### src/rtl/shreg_pkg.sv
// Shared types and limits for the universal shift register.
package shreg_pkg;

  // Operation select codes. All four 2-bit values are defined.
  typedef enum logic [1:0] {
    HOLD     = 2'b00,
    SHIFT_UP = 2'b01,
    SHIFT_DN = 2'b10,
    LOAD     = 2'b11
  } shreg_mode_t;

  // Largest supported register depth.
  localparam int SHREG_MAX_DEPTH = 64;

endpackage

### src/rtl/shreg_cell.sv
// One storage stage: 4:1 next-value mux feeding a synchronously cleared flop.
module shreg_cell
  import shreg_pkg::*;
(
  input  logic        clk,
  input  logic        clr_n_i,
  input  logic [1:0]  sel_i,
  input  logic        from_below_i,
  input  logic        from_above_i,
  input  logic        load_val_i,
  output logic        q_o
);

  shreg_mode_t sel_e;
  logic        bit_q;
  logic        bit_d;

  assign sel_e = shreg_mode_t'(sel_i);

  // Pick the stage's next value from the operation select.
  always_comb begin
    bit_d = bit_q;
    case (sel_e)
      HOLD:     bit_d = bit_q;
      SHIFT_UP: bit_d = from_below_i;
      SHIFT_DN: bit_d = from_above_i;
      LOAD:     bit_d = load_val_i;
      default:  bit_d = bit_q;
    endcase
  end

  // Storage flop; clear wins over every operation.
  always_ff @(posedge clk) begin
    if (!clr_n_i) begin
      bit_q <= 1'b0;
    end else begin
      bit_q <= bit_d;
    end
  end

  assign q_o = bit_q;

endmodule

### src/rtl/univ_shift_reg.sv
// Universal shift register: bidirectional shift, parallel load/readout,
// saturating shift counter and a one-cycle frame-done strobe.
// Optional rotate mode is enabled by defining SHREG_ROTATE_EN.
module univ_shift_reg
  import shreg_pkg::*;
#(
  parameter int DEPTH = 8,
  parameter int CNT_W = $clog2(DEPTH + 1)
) (
  input  logic             clk,
  input  logic             clr,
  input  logic [1:0]       mode,
  input  logic             sin_lo,
  input  logic             sin_hi,
  input  logic [DEPTH-1:0] pdata,
`ifdef SHREG_ROTATE_EN
  input  logic             rot,
`endif
  output logic [DEPTH-1:0] q,
  output logic             sout_lo,
  output logic             sout_hi,
  output logic [CNT_W-1:0] cnt,
  output logic             done
);

  // Reject depths outside the supported range at elaboration.
  if (DEPTH < 2 || DEPTH > SHREG_MAX_DEPTH) begin : g_depth_check
    $error("univ_shift_reg: DEPTH out of range 2..64");
  end

  localparam logic [CNT_W-1:0] CNT_FULL = CNT_W'(DEPTH);
  localparam logic [CNT_W-1:0] CNT_LAST = CNT_W'(DEPTH - 1);

  shreg_mode_t      mode_e;
  logic [DEPTH-1:0] q_q;
  logic             feed_lo;
  logic             feed_hi;
  logic [CNT_W-1:0] cnt_q;
  logic [CNT_W-1:0] cnt_d;
  logic             done_q;
  logic             done_d;
  logic             shifting;

  assign mode_e   = shreg_mode_t'(mode);
  assign shifting = (mode_e == SHIFT_UP) || (mode_e == SHIFT_DN);

  // End-stage serial feeds: rotate closes the ring, otherwise serial inputs.
`ifdef SHREG_ROTATE_EN
  assign feed_lo = rot ? q_q[DEPTH-1] : sin_lo;
  assign feed_hi = rot ? q_q[0]       : sin_hi;
`else
  assign feed_lo = sin_lo;
  assign feed_hi = sin_hi;
`endif

  genvar gi;
  for (gi = 0; gi < DEPTH; gi++) begin : g_stage
    logic below;
    logic above;

    if (gi == 0) begin : g_lo_end
      assign below = feed_lo;
    end else begin : g_lo_mid
      assign below = q_q[gi-1];
    end

    if (gi == DEPTH - 1) begin : g_hi_end
      assign above = feed_hi;
    end else begin : g_hi_mid
      assign above = q_q[gi+1];
    end

    shreg_cell u_cell (
      .clk          (clk),
      .clr_n_i      (clr),
      .sel_i        (mode),
      .from_below_i (below),
      .from_above_i (above),
      .load_val_i   (pdata[gi]),
      .q_o          (q_q[gi])
    );
  end

  // Shift counter saturates at DEPTH; done fires only on the DEPTH-1 -> DEPTH step.
  always_comb begin
    cnt_d  = cnt_q;
    done_d = 1'b0;
    if (mode_e == LOAD) begin
      cnt_d = '0;
    end else if (shifting && (cnt_q != CNT_FULL)) begin
      cnt_d  = cnt_q + CNT_W'(1);
      done_d = (cnt_q == CNT_LAST);
    end
  end

  // Counter and strobe registers with synchronous active-low clear.
  always_ff @(posedge clk) begin
    if (!clr) begin
      cnt_q  <= '0;
      done_q <= 1'b0;
    end else begin
      cnt_q  <= cnt_d;
      done_q <= done_d;
    end
  end

  assign q       = q_q;
  assign sout_lo = q_q[0];
  assign sout_hi = q_q[DEPTH-1];
  assign cnt     = cnt_q;
  assign done    = done_q;

endmodule

### config.mk
export PLATFORM = sky130hd
export DESIGN_NAME = univ_shift_reg
export DESIGN_NICKNAME = d
export VERILOG_FILES = /design/src/rtl/shreg_pkg.sv /design/src/rtl/shreg_cell.sv /design/src/rtl/univ_shift_reg.sv
export SDC_FILE = /design/constraint.sdc
export NUM_CORES = 1
export LEC_CHECK = 0
export CAP_MARGIN = 20
export CELL_PAD_IN_SITES_DETAIL_PLACEMENT = 0
export CELL_PAD_IN_SITES_GLOBAL_PLACEMENT = 1
export CORE_AREA = 10 10 64 66
export CTS_BUF_LIST = sky130_fd_sc_hd__clkbuf_16
export CTS_CLUSTER_SIZE = 20
export DETAILED_ROUTE_END_ITERATION = 12
export DIE_AREA = 0 0 74 76
export HOLD_SLACK_MARGIN = 0.15
export PLACE_DENSITY_LB_ADDON = 0.05
export SLEW_MARGIN = 20
export SYNTH_ARGS = -nofsm -noshare
export SYNTH_HDL_FRONTEND = slang
export SYNTH_SLANG_ARGS = --single-unit
### constraint.sdc
create_clock -name clk -period 1.3 [get_ports clk]
set_input_delay 0.26 -clock clk [delete_from_list [all_inputs] [get_ports clk]]
set_output_delay 0.26 -clock clk [all_outputs]
set_load 0.05 [all_outputs]
Word level (Yosys, flattened, before mapping)
Index checks and enable logic that the tools add are counted.
W data, S select, Z words.
Storage, ports and cells
  register bits: 13
  input bits: 14
  logic and storage cells: 31
Operators by class
  $add $sub $neg: 1
  equal/unequal tests: 5
  muxes and demuxes: 8
  bitwise logic cells: 2
  reduce and logical (&&, ||, !) cells: 5
Operators with widths (number)
  $pmux W1 S3: 8
  $add A4 B1 Y4 const B: 1
  $eq A2 B2 Y1 const B: 2
  $eq A4 B3 Y1 const B: 1
  $ne A4 B4 Y1 const B: 1
  $reduce_or A3 Y1: 1
  $eq A2 B1 Y1 const B: 1
  $logic_not A2 Y1: 1
  $not A1 Y1: 2
  $reduce_or A2 Y1: 1
  $logic_and A1 B1 Y1: 1
  $logic_or A1 B1 Y1: 1

Longest topological paths before layout
Gate-level depths: netlist (run 1).
  depth after elaboration: 5
  gate-level depth with buffers: 6
  mapped depth without buffers: 5

Hierarchy
Synthesis (run 1) repeated with hierarchy kept, for this count alone.
Unflattened totals
  cells, all modules: 60
  area, all modules: 714.4 µm²
By module, submodules not included
  shreg_cell: times used 8, cells each 3, area an instance 48.8 µm², seq. area each 20.0 µm²
  univ_shift_reg: times used 1, cells each 36, area an instance 324.1 µm², seq. area each 100.1 µm²

Worst setup path before layout (run 1)
No wires, ideal clock.
  path type: flip-flop to flip-flop
  start: reg cnt_q[0], in the netlist cnt[0]
  end: reg cnt_q[0], in the netlist cnt[0]
  data arrival time: 1577 ps
  required time: 1230 ps
  path slack: -347 ps
  cell stages (with the launch flop): 6
  path buffers: 0
  period minus slack after synthesis: 1647 ps
  path through: dfxtp_1 inv_1 ha_1 and3b_1 or3_1 a21oi_1
On the way
  cells in the longest elaborated chain, start to end: 2
RTL lines
  start: declaration: line univ_shift_reg.sv:38  | logic [CNT_W-1:0] cnt_q;
  start signal: assignment: line univ_shift_reg.sv:102  | cnt_q <= cnt_d;
  branches (longest 2 deep; another with $add A4 B1 Y4)
Parallel ways; which one is timed is not known.
A chain may end at the register's enable or synchronous reset.

Worst setup path after layout (run 1)
  start: reg cnt_q[1], in the netlist cnt[1]
  end: reg cnt_q[0], in the netlist cnt[0]
On the way
  cells in the longest elaborated chain, start to end: 2
RTL lines
  $ne A4 B4 Y1: line univ_shift_reg.sv:90  | end else if (shifting && (cnt_q != CNT_FULL)) begin
  $logic_and A1 B1 Y1: line univ_shift_reg.sv:90
No other way between the ends.

==> reports/results.ini, run 1 <==
[outcome]
status = finished, final reports clean

[logic_synthesis]
ys_ff_latch = 13
synth.area.mux_share_pct = 0
synthArstFlopShare_pct = 0
syn_area_per_cell_um2 = 8.46
synth_cell_types = 20
synth_top_cells_by_count = dfxtp_1 (13), a21oi_1 (12), o21ai_0 (10)
synthCells = 84
synth_nets = 103
synth_top_area_share_pct = 36.6
synth_flop_cell = dfxtp_1
synth_edf_count = 0
yosysTopAreaCell = dfxtp_1
synth_xor_xnor_area_share_pct = 1.23
yosysWarnings = 0
syn_area_um2 = 711
synth_most_common_cell = dfxtp_1
synth_top_family_by_area = compound AO/OA/AOI/OAI gates
seq_area_frac_synth_pct = 36.6
synth_compound_gate_area_share_pct = 26.4
yosys-top-cells-area = dfxtp_1 (37%), ha_1 (8.8%), a221oi_1 (8.6%)
synth-simple-area-share_pct = 13.2
post_synth_fa_ha_maj_area_fraction_pct = 8.80

[detailed_routing]
first_pass_iters = 4
drc = 0
drtIter0Drc = 34
avgViaCountPerCell = 4.77
ant_nets = 0
wl_per_cell_um = 13.8
routed_wl_mm = 2.06
vias = 710

[global_route]
gr-total-overflow = 0
grt_pass1_wl_mm = 3.50
antenna_found_initial = 0
grt.total_usage_pct = 7.64
grt_max_degree = 10
grt_pass1_vias = 733

[floorplanning]
fp.dieW_um = 74
die_area_um2 = 5620
ios = 29
design.core.area_um2 = 2930
start_util_pct = 24.3
rows = 20
die_height_um = 76

[sta]
finalCriticalPeriod_ns = 1.27
rsz0062_at_grt = true
whs_ns = 0.507
period_share_pct = 97.5
finalMaxSlewViolations = 0
fin_ws_ns = 0.0327
relSlewSlack_pct = 81.4
fin_worst_skew_ns = 0.00435
hold_viol = 0
finalSetupViolCount = 0
fin_tns_setup_ns = 0
tightest_slew_ns = 0.280
fmax_mhz = 789

[final_layout]
drive_above_1_share_pct = 36.2
design_area_um2 = 1300
syn2layout_area_growth_pct = 83.1
antenna_cells = 0
nets = 136
seq_area_um2 = 269
nFillCells = 282
fin_cells = 149
final_core_util_pct = 44.4
multi_input_area_um2 = 378

[hold_path]
worstHoldStart = cnt[2]$_SDFFE_PP0P_
hp-class = register to register

[run]
cap_violations = 0

[clocking]
cts_max_level = 1
clk_latency_ns = 0.24
clock_sinks = 13
hold_buffers = 0
cts_tree = built
root_buffer = clkbuf_16
clkSlewWorstSetupHoldPaths_ns = 0.05
clock_path_buffers = 2
cts-buffers-inserted = 3

[power_and_ir_drop]
power_mw = 1.45
max-vdd-ir-drop_v = 0.000880
p_leak_nw = 0.517
pwr_density_cell_nw_per_um2 = 1110

[setup_path]
worstPathArrival_ns = 1.43
critPathLaunch = cnt[1]$_SDFFE_PP0P_
worst_r2r_startpoint = cnt[1]$_SDFFE_PP0P_
worstPathMaxFanout = 4
cp-start-kind = register
end_kind = register
path_class = register to register
critPathRequiredTime_ns = 1.47

[place]
dp_cells = 145
gp_congestion = 0.774
place_ws_ns = -0.488
place_hpwl_mm = 1.62
place_area_um2 = 1200
io_buffers = 28

state kept, by name, summed over array words and instances (netlist names):
| signal | cells |
|---|---|
| cnt | 4 |
| g_stage.u_cell.q_o | 8 |
| done | 1 |
layout make-up:
cell class / instances / area share (%)
Sequential cell: 13 / 20.7
Clock buffer: 3 / 5.77
Multi-Input combinational cell: 54 / 29.0
Clock inverter: 1 / 0.288
Inverter: 6 / 1.73
Timing Repair Buffer: 39 / 39.3
Tap cell: 33 / 3.17
per-layer routing:
layer	share of wire (%)	vias up	routed length [µm]	global-route usage (%)
met5	0	-	0	0
met1	46	326	946	9.69
met4	0.49	0	10	1.12
li1	-	357	-	-
met2	43	25	884	10.7
met3	10	2	214	4.95
worst paths after layout:
check	end	cells after the start	slack [ns]
worst min register to register	cnt[2]$_SDFFE_PP0P_	2	0.51
worst max register to register	cnt[0]$_SDFFE_PP0P_	5	0.03
worst max-delay path	cnt[0]$_SDFFE_PP0P_	5	0.03
worst min-delay path	cnt[2]$_SDFFE_PP0P_	2	0.51
power by group:
group	total [mW]	internal, mW	switching (mW)
Clock	0.579	0.406	0.173
Combinational	0.405	0.207	0.199
Sequential	0.461	0.424	0.0377
Total	1.45	1.04	0.409
logic make-up (layout without fill, tap and decap cells):
kind of cell               count (synthesis)  after routing
xor gates and xnor gates                   1              1
DFF                                       13             13
AOI/OAI and AO/OA                         31             31
and+or+nand+nor                           17             17
buffers and inverters                     17             49
adders and majority gates                  5              5
cells in the final DEF (no fill, tap or decap):
| master | count |
|---|---|
| a211o_1 | 1 |
| a21oi_1 | 12 |
| a221oi_1 | 6 |
| a221oi_2 | 1 |
| a22oi_1 | 1 |
| and3b_2 | 1 |
| buf_12 | 15 |
| buf_4 | 11 |
| clkbuf_16 | 3 |
| clkdlybuf4s15_1 | 1 |
| clkdlybuf4s50_1 | 11 |
| dfxtp_1 | 10 |
| dfxtp_2 | 1 |
| dfxtp_4 | 2 |
| dlygate4sd2_1 | 1 |
| ha_1 | 2 |
| ha_2 | 2 |
| ha_4 | 1 |
| inv_1 | 4 |
| inv_2 | 3 |
| nand2_1 | 9 |
| nand2b_1 | 1 |
| nand3b_1 | 1 |
| nand4_1 | 1 |
| nor2_1 | 1 |
| nor2_2 | 1 |
| nor4b_2 | 1 |
| o21ai_0 | 10 |
| or3_1 | 1 |
| xor2_1 | 1 |
critical path, cell delays in order (launching register included):
cell and delay [ns]:
dfxtp_4 0.34, inv_2 0.03, ha_2 0.17, and3b_2 0.22, or3_1 0.31, a21oi_1 0.13
timing repair:
item | 4_1_cts | 5_1_grt
pin swaps | 1 | 2
setup endpoints to repair | 13 | 2
gates resized for setup | 5 | 3
setup buffers | 0 | 0
No activity file was read; power rests on OpenSTA's default activity.
==> run 2, diff against run 1 <==
clock period = 1.1 ns   (was 1.3 ns; I/O delays follow)
==> run 2 against run 1 <==
The run now ends with negative setup slack left. Routed wire length increased by 9.5%. First-iteration DRC count decreased by 24%. Worst hold slack got worse by 0.0069 ns. Largest cell class unchanged.
==> reports/results.ini, run 2 (synthesis gave the netlist of run 1 again) <==
[outcome]
status = finished with violations
violations = negative setup slack

[clocking]
clk_latency_ns = 0.24
hold_buffers = 0
clock_sinks = 13
cts_tree = built
root_buffer = clkbuf_16
cts_max_level = 1
clkSlewWorstSetupHoldPaths_ns = 0.05
clock_path_buffers = 2
cts-buffers-inserted = 3

[detailed_routing]
routed_wl_mm = 2.25
vias = 723
avgViaCountPerCell = 4.76
first_pass_iters = 4
drc = 0
wl_per_cell_um = 14.8
ant_nets = 0
drtIter0Drc = 26

[final_layout]
multi_input_area_um2 = 472
drive_above_1_share_pct = 54.6
final_common_cell = buf_12
antenna_cells = 0
final_core_util_pct = 48.7
syn2layout_area_growth_pct = 101
nets = 139
seq_area_um2 = 278
layout_common_cells = buf_12 (15), buf_4 (13), a21oi_1 (12)
design_area_um2 = 1430
nFillCells = 267
largest_register_ff_count = 8

[setup_path]
path_cells = inv_2 > ha_4 > and3b_2 > or3_1 > a21oi_1
path_class = register to register
worstPathArrival_ns = 1.42
cp_slowest_cell = dfxtp_4
critPathRequiredTime_ns = 1.27
rrSetupSlack_ns = -0.15
cpPeakStageDelay_ns = 0.34
cp-start-kind = register
worstPathMaxFanout = 4
end_kind = register

[sta]
period_share_pct = 114
fmax_mhz = 799
finalSetupViolCount = 3
finalCriticalPeriod_ns = 1.25
fin_ws_ns = -0.151
tightest_slew_ns = 0.221
relSlewSlack_pct = 85.2
fin_worst_skew_ns = 0.00237
hold_viol = 0
rsz0062_at_grt = true
finalMaxSlewViolations = 0
fin_tns_setup_ns = -0.179

[power_and_ir_drop]
p_leak_nw = 0.553
max-vdd-ir-drop_v = 0.000693
pwr_density_cell_nw_per_um2 = 1240

[global_route]
grt_max_degree = 9
grt_pass1_vias = 783
gr-total-overflow = 0
grt_pass1_wl_mm = 3.84
grt.total_usage_pct = 8.45
antenna_found_initial = 0

[floorplanning]
ios = 29
fp.dieW_um = 74
rows = 20
design.core.area_um2 = 2930
start_util_pct = 24.3
die_area_um2 = 5620
die_height_um = 76

[run]
cap_violations = 0

[place]
io_buffers = 28
gp_congestion = 0.751
place_ws_ns = -0.645
place_hpwl_mm = 1.68
place_area_um2 = 1230

[hold_path]
hp-class = register to register

## run 2: changes by cell type in the layout (fill, tap and decap cells not counted), sizes merged
cell | previous run | this run
dlygate4sd2 | 1 | 0
clkbuf | 3 | 5
clkdlybuf4s15 | 1 | 0
buf | 26 | 29
clkinvlp | 0 | 1
inv | 7 | 6
## run 2: worst max-delay path, delay by kind of cell (launching register included)
| family | cells | cell delay (ns) |
|---|---|---|
| flip-flops | 1 | 0.34 |
| adder cells (fa/ha/maj) | 1 | 0.15 |
| buffers and inverters | 1 | 0.04 |
| AO/OA/AOI/OAI | 1 | 0.14 |
| AND/OR/NAND/NOR | 2 | 0.52 |
## run 2: repair_timing
action,CTS,global route
resized for setup,17,17
pin swaps,1,4
buffers inserted,1,0
endpoints found under the setup margin,13,16
## run 2: path summary, 6_finish.rpt
check                                           from                            endpoint  depth (start not counted)
setup / recovery                 cnt[1]$_SDFFE_PP0P_                 cnt[0]$_SDFFE_PP0P_                          5
hold / removal    g_stage[5].u_cell.q_o$_SDFFE_PN0P_  g_stage[6].u_cell.q_o$_SDFFE_PN0P_                          2
setup reg to reg                 cnt[1]$_SDFFE_PP0P_                 cnt[0]$_SDFFE_PP0P_                          5
hold reg to reg   g_stage[5].u_cell.q_o$_SDFFE_PN0P_  g_stage[6].u_cell.q_o$_SDFFE_PN0P_                          2
## run 2: stage by stage
step / power (mW) / hold WS (ns) / instances
after global placement: 1.04 / 0.513 / 148
after global routing: 1.85 / 0.536 / 152
after detailed placement: 1.04 / 0.516 / 148
after floorplan: 0.790 / 0.351 / 84
final: 1.76 / 0.500 / 152
after CTS: 1.77 / 0.522 / 153
## run 2: layout make-up
cell class                      instances  area share (%)
Clock buffer                            3            5.27
Inverter                                6            1.84
Sequential cell                        13            19.5
Tap cell                               33            2.90
Multi-Input combinational cell         54            33.1
Timing Repair Buffer                   42            37.1
Clock inverter                          1           0.263
## run 2: report_power, final
group / total [mW] / internal (mW) / switching [mW]
Combinational: 0.529 / 0.268 / 0.260
Sequential: 0.553 / 0.505 / 0.0479
Clock: 0.682 / 0.480 / 0.202
Total: 1.76 / 1.25 / 0.510
## run 2: layer usage
metal	global-route usage (%)	vias up	wire, µm
li1	-	365	-
met1	11.0	330	1060
met2	11.4	24	964
met3	4.17	4	195
met4	3.36	0	31
met5	0	-	0
